File: src/rtl/msj_pd_sched_pkg.sv
// Shared types and widths for the MSJ PD controller scheduler.
package msj_pd_sched_pkg;

  localparam int unsigned PWM_W = 32;

  typedef enum logic [2:0] {
    IDLE,
    SELECT,
    PULSE,
    WAIT,
    CAPTURE,
    NEXT,
    DONE
  } sched_state_t;

endpackage

File: src/rtl/msj_pd_scheduler_if.sv
// Bus between the scheduler, the controller input muxes and the PWM generators.
interface msj_pd_scheduler_if #(
  parameter int unsigned NUM_MOTORS = 8,
  parameter int unsigned IDX_W      = $clog2(NUM_MOTORS)
);

  logic [NUM_MOTORS-1:0]                          enable_mask;
  logic                                           estop;
  logic                                           overrun_clear;
  logic signed [msj_pd_sched_pkg::PWM_W-1:0]      pwm_ref_in;
  logic [IDX_W-1:0]                               motor_sel;
  logic                                           ctrl_update;
  logic [NUM_MOTORS*msj_pd_sched_pkg::PWM_W-1:0]  pwm_out;
  logic [NUM_MOTORS-1:0]                          pwm_valid;
  logic                                           sweep_done;
  logic                                           busy;
  logic                                           overrun;

  // Scheduler side.
  modport master (
    input  enable_mask, estop, overrun_clear, pwm_ref_in,
    output motor_sel, ctrl_update, pwm_out, pwm_valid, sweep_done, busy, overrun
  );

  // Surrounding system side.
  modport slave (
    output enable_mask, estop, overrun_clear, pwm_ref_in,
    input  motor_sel, ctrl_update, pwm_out, pwm_valid, sweep_done, busy, overrun
  );

endinterface

File: src/rtl/msj_tick_gen.sv
// Free-running sweep period counter; tick is high while the count sits at TICK_DIV-1.
module msj_tick_gen #(
  parameter int unsigned TICK_DIV = 500000
) (
  input  logic clock,
  input  logic reset,
  output logic tick
);

  localparam int unsigned        CNT_W    = $clog2(TICK_DIV);
  localparam logic [CNT_W-1:0]   CNT_LAST = CNT_W'(TICK_DIV - 1);
  localparam logic [CNT_W-1:0]   CNT_PRE  = CNT_W'(TICK_DIV - 2);

  logic [CNT_W-1:0] count;

  // Wrap the counter and register tick one cycle ahead so it aligns with CNT_LAST.
  always_ff @(posedge clock or posedge reset) begin
    if (reset) begin
      count <= '0;
      tick  <= 1'b0;
    end else begin
      count <= (count == CNT_LAST) ? '0 : CNT_W'(count + 1'b1);
      tick  <= (count == CNT_PRE);
    end
  end

endmodule

File: src/rtl/msj_pd_scheduler.sv
// Sweeps one shared PD controller across all motors per tick and latches each PWM result.
module msj_pd_scheduler
  import msj_pd_sched_pkg::*;
#(
  parameter int unsigned NUM_MOTORS    = 8,
  parameter int unsigned TICK_DIV      = 500000,
  parameter int unsigned SETTLE_CYCLES = 2,
  parameter int unsigned IDX_W         = $clog2(NUM_MOTORS)
) (
  input  logic               clock,
  input  logic               reset,
  msj_pd_scheduler_if.master bus
);

  localparam int unsigned      WAIT_W    = (SETTLE_CYCLES > 1) ? $clog2(SETTLE_CYCLES) : 1;
  localparam logic [IDX_W-1:0] LAST_IDX  = IDX_W'(NUM_MOTORS - 1);
  localparam logic [WAIT_W-1:0] LAST_WAIT = WAIT_W'(SETTLE_CYCLES - 1);

  sched_state_t          state, state_next;
  logic [IDX_W-1:0]      idx, idx_next;
  logic [WAIT_W-1:0]     wait_cnt, wait_next;
  logic [NUM_MOTORS-1:0] mask, mask_next;
  logic                  tick;
  logic                  ovr_set_c;

  msj_tick_gen #(
    .TICK_DIV (TICK_DIV)
  ) u_tick_gen (
    .clock (clock),
    .reset (reset),
    .tick  (tick)
  );

  // A tick outside IDLE is dropped and flagged; estop suppresses the flag.
  assign ovr_set_c = tick && (state != IDLE) && !bus.estop;

  // State register.
  always_ff @(posedge clock or posedge reset) begin
    if (reset) begin
      state    <= IDLE;
      idx      <= '0;
      wait_cnt <= '0;
      mask     <= '0;
    end else begin
      state    <= state_next;
      idx      <= idx_next;
      wait_cnt <= wait_next;
      mask     <= mask_next;
    end
  end

  // Next-state logic; estop parks the FSM in IDLE regardless of state.
  always_comb begin
    state_next = state;
    idx_next   = idx;
    wait_next  = wait_cnt;
    mask_next  = mask;
    if (bus.estop) begin
      state_next = IDLE;
    end else begin
      case (state)
        IDLE: begin
          if (tick) begin
            mask_next  = bus.enable_mask;
            idx_next   = '0;
            state_next = SELECT;
          end
        end
        SELECT:  state_next = mask[idx] ? PULSE : NEXT;
        PULSE: begin
          wait_next  = '0;
          state_next = WAIT;
        end
        WAIT: begin
          if (wait_cnt == LAST_WAIT) begin
            state_next = CAPTURE;
          end else begin
            wait_next = WAIT_W'(wait_cnt + 1'b1);
          end
        end
        CAPTURE: state_next = NEXT;
        NEXT: begin
          if (idx == LAST_IDX) begin
            state_next = DONE;
          end else begin
            idx_next   = IDX_W'(idx + 1'b1);
            state_next = SELECT;
          end
        end
        DONE:    state_next = IDLE;
        default: state_next = IDLE;
      endcase
    end
  end

  // Registered outputs decoded from the next state so they line up with the state they describe.
  always_ff @(posedge clock or posedge reset) begin
    if (reset) begin
      bus.motor_sel   <= '0;
      bus.ctrl_update <= 1'b0;
      bus.busy        <= 1'b0;
      bus.sweep_done  <= 1'b0;
      bus.overrun     <= 1'b0;
      bus.pwm_valid   <= '0;
      bus.pwm_out     <= '0;
    end else begin
      bus.motor_sel   <= idx_next;
      bus.ctrl_update <= (state_next == PULSE);
      bus.busy        <= (state_next != IDLE);
      bus.sweep_done  <= (state_next == DONE);
      bus.overrun     <= ovr_set_c | (bus.overrun & ~bus.overrun_clear);
      bus.pwm_valid   <= '0;
      if (bus.estop) begin
        bus.pwm_out <= '0;
      end else if (state == CAPTURE) begin
        bus.pwm_out[PWM_W * 32'(idx) +: PWM_W] <= bus.pwm_ref_in;
        bus.pwm_valid[idx]                     <= 1'b1;
      end else if ((state == SELECT) && !mask[idx]) begin
        bus.pwm_out[PWM_W * 32'(idx) +: PWM_W] <= '0;
      end
    end
  end

endmodule

File: src/flat_wrapper.sv
// flat-port wrapper written by rule: the top's interface ports become plain ports
module msj_pd_scheduler_flat import msj_pd_sched_pkg::*;
#(
  parameter int unsigned NUM_MOTORS    = 8,
  parameter int unsigned TICK_DIV      = 500000,
  parameter int unsigned SETTLE_CYCLES = 2,
  parameter int unsigned IDX_W         = $clog2(NUM_MOTORS)
)
  (clock, reset, bus_enable_mask, bus_estop, bus_overrun_clear, bus_pwm_ref_in, bus_motor_sel, bus_ctrl_update, bus_pwm_out, bus_pwm_valid, bus_sweep_done, bus_busy, bus_overrun);
  msj_pd_scheduler_if #(.NUM_MOTORS(NUM_MOTORS), .IDX_W(IDX_W)) bus_i ();
  input  logic clock;
  input  logic reset;
  input wire logic [$bits(bus_i.enable_mask)-1:0] bus_enable_mask;
  input wire logic [$bits(bus_i.estop)-1:0] bus_estop;
  input wire logic [$bits(bus_i.overrun_clear)-1:0] bus_overrun_clear;
  input wire logic [$bits(bus_i.pwm_ref_in)-1:0] bus_pwm_ref_in;
  output wire logic [$bits(bus_i.motor_sel)-1:0] bus_motor_sel;
  output wire logic [$bits(bus_i.ctrl_update)-1:0] bus_ctrl_update;
  output wire logic [$bits(bus_i.pwm_out)-1:0] bus_pwm_out;
  output wire logic [$bits(bus_i.pwm_valid)-1:0] bus_pwm_valid;
  output wire logic [$bits(bus_i.sweep_done)-1:0] bus_sweep_done;
  output wire logic [$bits(bus_i.busy)-1:0] bus_busy;
  output wire logic [$bits(bus_i.overrun)-1:0] bus_overrun;
  assign bus_i.enable_mask = bus_enable_mask;
  assign bus_i.estop = bus_estop;
  assign bus_i.overrun_clear = bus_overrun_clear;
  assign bus_i.pwm_ref_in = bus_pwm_ref_in;
  assign bus_motor_sel = bus_i.motor_sel;
  assign bus_ctrl_update = bus_i.ctrl_update;
  assign bus_pwm_out = bus_i.pwm_out;
  assign bus_pwm_valid = bus_i.pwm_valid;
  assign bus_sweep_done = bus_i.sweep_done;
  assign bus_busy = bus_i.busy;
  assign bus_overrun = bus_i.overrun;
  msj_pd_scheduler #(.NUM_MOTORS(NUM_MOTORS), .TICK_DIV(TICK_DIV), .SETTLE_CYCLES(SETTLE_CYCLES), .IDX_W(IDX_W)) u_core (.clock(clock), .reset(reset), .bus(bus_i));
endmodule
File: config.mk
export PLATFORM = sky130hd
export DESIGN_NAME = msj_pd_scheduler_flat
export DESIGN_NICKNAME = d
export VERILOG_FILES = /design/src/rtl/msj_pd_sched_pkg.sv /design/src/rtl/msj_pd_scheduler_if.sv /design/src/rtl/msj_tick_gen.sv /design/src/rtl/msj_pd_scheduler.sv /design/src/flat_wrapper.sv
export SDC_FILE = /design/constraint.sdc
export NUM_CORES = 1
export LEC_CHECK = 0
export BUFFER_PORTS_ARGS = -buffer_cell sky130_fd_sc_hd__buf_2
export CAP_MARGIN = 0
export CORE_ASPECT_RATIO = 1.2
export CORE_MARGIN = 5
export CORE_UTILIZATION = 49
export DETAILED_ROUTE_END_ITERATION = 8
export PLACE_DENSITY = 0.75
export SYNTH_ARGS = -nofsm -noshare
export SYNTH_HDL_FRONTEND = slang
export SYNTH_SLANG_ARGS = --single-unit
File: constraint.sdc
create_clock -name clock -period 11.1 [get_ports clock]
set_input_delay 2.22 -clock clock [delete_from_list [all_inputs] [get_ports clock]]
set_output_delay 2.22 -clock clock [all_outputs]
set_load 0.005 [all_outputs]
==> results.toml, run 1 <==
[outcome]
status = "finished, final reports clean"

[clocking]
clock_sinks = 303
cts_made_buffers = 30
clock_latency_ns = 0.56
cts-root-buf = "clkbuf_16"
cts_resized = 0
clkSlewWorstSetupHoldPaths_ns = 0.07
cts_tree = "done"
hold_buffers = 0
cts_setup_buffers = 0
clock_path_buffers = 3
ctsHtreeMaxLevel = 1

[sta]
setup_slack_ns = 6.913
setup_viol = 0
max_freq_mhz = 238.8
worstMarginPinSlew_ns = 1.328
skew_ns = 0.01341
hold_ws_ns = 0.4667
finalMaxSlewViolations = 0
tns_ns = 0
fin_crit_sh = 0.3772
max_slew_margin = 0.1146
hold_viol_final = 0
rsz0062_at_grt = "false"
fin_crit_ns = 4.187

[worst_setup_path]
start_kind = "input port"
worstPathCellList = "buf_4 > buf_4 > nor2_4 > and2_1 > a22o_1"
worstPathMaxFanout = 133
r2r_cells = 7
slowest_stage = "buf_4"
cp_data_required_time_ns = 11.54
path_class = "in -> reg"
crit_top_cell = "buf_4"
r2r-end = "u_core.bus.pwm_out[212]"
rrSetupSlack_ns = 7.44
critPathMaxStageDelay_ns = 0.84
r2r-start = "u_core.idx[0]"
cp_data_arrival_time_ns = 4.63
crit_family = "buffers and inverters"
critPathBufInv = 2
cp-end-kind = "flip-flop"

[yosys]
syn_area_um2 = 13200
yosys_warnings = 0
yosysTopAreaCell = "dfrtp_1"
ys_types = 54
synth_seq_cells = 303
synth_area_leaders = "dfrtp_1 (57%), a22o_1 (8.5%), nand3b_1 (5.5%)"
synth_ff_type = "dfrtp_1"
yosysMostFrequentCell = "dfrtp_1"
syn_nets = 1166
netlist_instances = 1115
synth_edf_count = 0
seq_area_frac_synth = 0.5746
async_reset_ff_frac = 1.000
netlist_top_cells_count = "dfrtp_1 (303), a22o_1 (128), nand3b_1 (96)"
yosysTopAreaCellShare = 0.5746
avgSynthCellArea_um2 = 11.84

[die]
io_pins = 315
start_util = 0.4993
die_w_um = 159.8
die_height_um = 189.8
coreArea_um2 = 26430
rows = 65
die-area_um2 = 30330

[pwr]
switching_power_mw = 0.7078
power.internal_mw = 1.817
vdd_ir_drop_max_v = 0.00009336
netSwitchingFraction = 0.2803
pwr-share-comb = 0.139
clockPowerShare = 0.396
p_seq_frac = 0.465
p_per_area_nw_per_um2 = 159.3
leakage_nw = 8.011

[routing]
drtPass1Iterations = 5
drt_iter0_markers = 947
drc = 0
wire_per_inst_um = 24.01
wirelength_mm = 41.46
ant_nets = 0
viasPerCell = 6.264
vias = 10820

[placed_design]
place.gp.congestion = 0.8111
dpl.hpwl_mm = 27.06
portBuffers = 314
pre_cts_ws_ns = 6.337

[layout]
fin_util = 0.5996
syn_to_final_growth_pct = 20.10
nets = 1419
drive_above_1_share = 0.3010
antenna_cells = 0

[global_routing]
antenna_found_initial = 0
grtUsageTotal = 0.2661
grt_pass1_vias = 10810
grt-ovfl-total = 0
grt_pass1_wl_mm = 64.76
grt_max_degree = 186

[worst_hold_path]
min_from = "u_core.u_tick_gen.count[18]"
hp-class = "reg -> reg"
whs_path_depth = 1
holdPathEnd = "u_core.u_tick_gen.count[18]"

[run]
drv_cap = 0
-- cell families after synthesis --
family,after synthesis,share of synthesized area
AOI/OAI and AO/OA,311,0.1810
xor gates and xnor gates,14,0.009292
adders and majority gates,7,0.006637
buffers and inverters,125,0.04456
DFF,303,0.5746
muxes,21,0.01792
and+or+nand+nor,334,0.1660
-- cells in the final DEF, fill, tap and decap left out, drive strengths merged, types with 2 or more instances in the layout --
master,Yosys,routed
clkinvlp,0,3
dfrtp,303,303
nand2,14,14
a21oi,36,36
nand4,6,6
xnor2,9,9
nand3b,96,96
mux2i,9,9
nand2b,38,38
o22ai,95,95
a22o,128,128
and4,34,34
inv,11,11
mux2,11,11
ha,7,7
nor4b,4,4
nand3,46,46
nor4,6,6
xor2,5,5
or2,2,2
and2,37,37
nor3,8,8
buf,44,335
nor2b,4,4
o32ai,2,2
nor2,27,27
a311oi,3,3
and3,6,6
clkinv,0,13
o21ai,5,5
clkbuf,70,39
a221oi,33,33
-- routing by layer --
metal	share of wire	GRT usage	up-vias	routed length, um
li1	-	-	4726	-
met1	0.40	0.3575	5476	16720
met2	0.48	0.4373	523	19820
met3	0.081	0.05244	93	3368
met4	0.038	0.09169	0	1558
met5	0	0	-	0
-- power by group through the flow --
stage                     registers, mW  logic [mW]  clock network (mW)
after floorplan                    1.19       0.224                   0
after global placement             1.19       0.342                   0
after detailed placement           1.19       0.348                   0
after CTS                          1.17       0.349                1.01
after global routing               1.18       0.386                1.06
final                              1.17       0.351               0.999
-- cell type report --
cell class / count / area, um^2
clock buffer: 39 / 834.6
fill: 2143 / 10580
tap: 335 / 419.2
clock inverter: 17 / 136.4
inverter: 11 / 48.80
sequential: 303 / 7582
multi-input combinational: 687 / 5084
timing repair buffer: 335 / 1744
-- sequential cells by signal (all words and copies together), names as in the netlist, 3 cells and up --
name and count:
u_core.bus.pwm_out 256, u_core.state 3, u_core.idx 3, u_core.bus.pwm_valid 8, u_core.u_tick_gen.count 19, u_core.mask 8
-- through the flow --
step	cell area (um^2)	total power [mW]	std cells
2_1_floorplan	13200	1.410	1115
6_report	15850	2.525	1727
3_5_place_dp	14880	1.542	1671
5_1_grt	15850	2.626	1727
3_3_place_gp	14880	1.533	1671
4_1_cts	15850	2.537	1727
-- worst max path at each step --
| stage | startpoint | end | slack [ns] | depth (start not counted) |
|---|---|---|---|---|
| 2_1_floorplan | reset | u_core.bus.busy | 0.51 | 1 |
| 3_3_place_gp | bus_estop | u_core.bus.pwm_out[195] | 6.39 | 5 |
| 3_5_place_dp | bus_estop | u_core.bus.pwm_out[216] | 6.34 | 5 |
| 4_1_cts | bus_estop | u_core.bus.pwm_out[212] | 6.93 | 5 |
| 5_1_grt | bus_estop | u_core.bus.pwm_out[212] | 6.71 | 5 |
| 6_report | bus_estop | u_core.bus.pwm_out[212] | 6.91 | 5 |
(Power assumes the default switching activity.)
==> run 2: changes to the inputs <==
==> constraint.sdc (replaced) <==
create_clock -name clock -period 3.4 [get_ports clock]
set_input_delay 0.68 -clock clock [delete_from_list [all_inputs] [get_ports clock]]
set_output_delay 0.68 -clock clock [all_outputs]
set_load 0.005 [all_outputs]
==> run 2 against run 1 <==
Against the previous run: power increased to 3.3 times the previous value; global-route usage barely moved; critical path depth is 3 higher; register-to-register slack lost 7.1 ns; wire length is 0.18% lower.
==> results.toml, run 2 (synthesis gave the netlist of run 1 again) <==
[worst_setup_path]
rrSetupSlack_ns = 0.35
cp_data_arrival_time_ns = 3.55
cp_data_required_time_ns = 3.90
worstPathMaxFanout = 17
start_kind = "flip-flop"
cp-end-kind = "flip-flop"
path_class = "reg -> reg"

[sta]
max_slew_margin = 0.1950
max_freq_mhz = 328.2
fin_crit_ns = 3.047
tns_ns = 0
worstMarginPinSlew_ns = 1.207
hold_viol_final = 0
skew_ns = 0.01375
hold_ws_ns = 0.2442
setup_slack_ns = 0.3528
rsz0062_at_grt = "false"
setup_viol = 0
fin_crit_sh = 0.8962
finalMaxSlewViolations = 0

[clocking]
clock_path_buffers = 3
cts_made_buffers = 29
cts-root-buf = "clkbuf_16"
cts_tree = "done"
clock_latency_ns = 0.57
clkSlewWorstSetupHoldPaths_ns = 0.07
cts_setup_buffers = 0
cts_resized = 0
hold_buffers = 0
ctsHtreeMaxLevel = 1
clock_sinks = 303

[placed_design]
pre_cts_ws_ns = 0.4257
portBuffers = 314
dpl.hpwl_mm = 27.36
place.gp.congestion = 0.9259

[global_routing]
grt_pass1_vias = 10730
antenna_found_initial = 0
grt-ovfl-total = 0
grtUsageTotal = 0.2658
grt_pass1_wl_mm = 64.67
grt_max_degree = 131

[die]
start_util = 0.4993
coreArea_um2 = 26430
io_pins = 315
die_w_um = 159.8
die-area_um2 = 30330
rows = 65
die_height_um = 189.8

[routing]
wirelength_mm = 41.39
vias = 10810
wire_per_inst_um = 23.87
drt_iter0_markers = 895
drc = 0
viasPerCell = 6.231
ant_nets = 0
drtPass1Iterations = 5

[layout]
antenna_cells = 0
fin_util = 0.6048
layout_common_cells = "buf_2 (313), dfrtp_1 (303), a22o_1 (128)"
regArea_um2 = 7582
top_regs = "u_core.bus.pwm_out x256, u_core.u_tick_gen.count x19"
num-fill-cells = 2144
multi_input_area_um2 = 5084
drive_above_1_share = 0.3031
layout_commonest_cell = "buf_2"
syn_to_final_growth_pct = 21.14
top_register = "u_core.bus.pwm_out"
largest_reg_flops = 256
nets = 1428

[worst_hold_path]
hp-class = "in -> async"

[outcome]
status = "finished, final reports clean"

[pwr]
p_per_area_nw_per_um2 = 521.3
power_mw = 8.333
vdd_ir_drop_max_v = 0.0003928
leakage_nw = 8.088

[run]
drv_cap = 0
==> run 2: layout make-up <==
| type | count | share of cell area |
|---|---|---|
| Multi-Input combinational cell | 687 | 0.3180 |
| Clock inverter | 13 | 0.009861 |
| Clock buffer | 40 | 0.05111 |
| Tap cell | 335 | 0.02622 |
| Sequential cell | 303 | 0.4743 |
| Inverter | 11 | 0.002818 |
| Timing Repair Buffer | 345 | 0.1177 |
==> run 2: report_power, final <==
group | switching [mW] | internal, mW
registers | 0.121 | 3.72
clock network | 1.42 | 1.91
logic | 0.755 | 0.403
==> run 2: per-stage QoR <==
step / instance area (um^2) / cells
after global placement: 15010 / 1681
after global routing: 15990 / 1734
final: 15990 / 1734
after detailed placement: 15010 / 1681
after floorplan: 13200 / 1115
after CTS: 15990 / 1734
==> run 2: worst paths after layout <==
check                                            startpoint                          end  cells after the start
worst min register to register  u_core.u_tick_gen.count[17]  u_core.u_tick_gen.count[17]                      1
worst max-delay path                          u_core.idx[1]      u_core.bus.pwm_out[157]                      8
max in group asynchronous                             reset      u_core.bus.pwm_out[106]                      3
min in group clock                        bus_overrun_clear           u_core.bus.overrun                      2
worst max register to register                u_core.idx[1]      u_core.bus.pwm_out[157]                      8
worst min-delay path                                  reset        u_core.bus.pwm_out[7]                      2
==> run 2: critical path, stage by stage, from the launching register on <==
cell,delay (ns)
dfrtp_1,0.57
inv_1,0.15
ha_1,0.24
ha_1,0.40
nand2b_1,0.16
nor3_1,0.09
a311oi_4,0.78
buf_4,0.39
a22o_1,0.19
==> run 2: layer usage <==
metal	track usage	vias up	share of wire
met4	0.1053	0	0.045
met2	0.4282	521	0.47
met5	0	-	0
met3	0.06154	97	0.083
li1	-	4740	-
met1	0.3525	5447	0.40
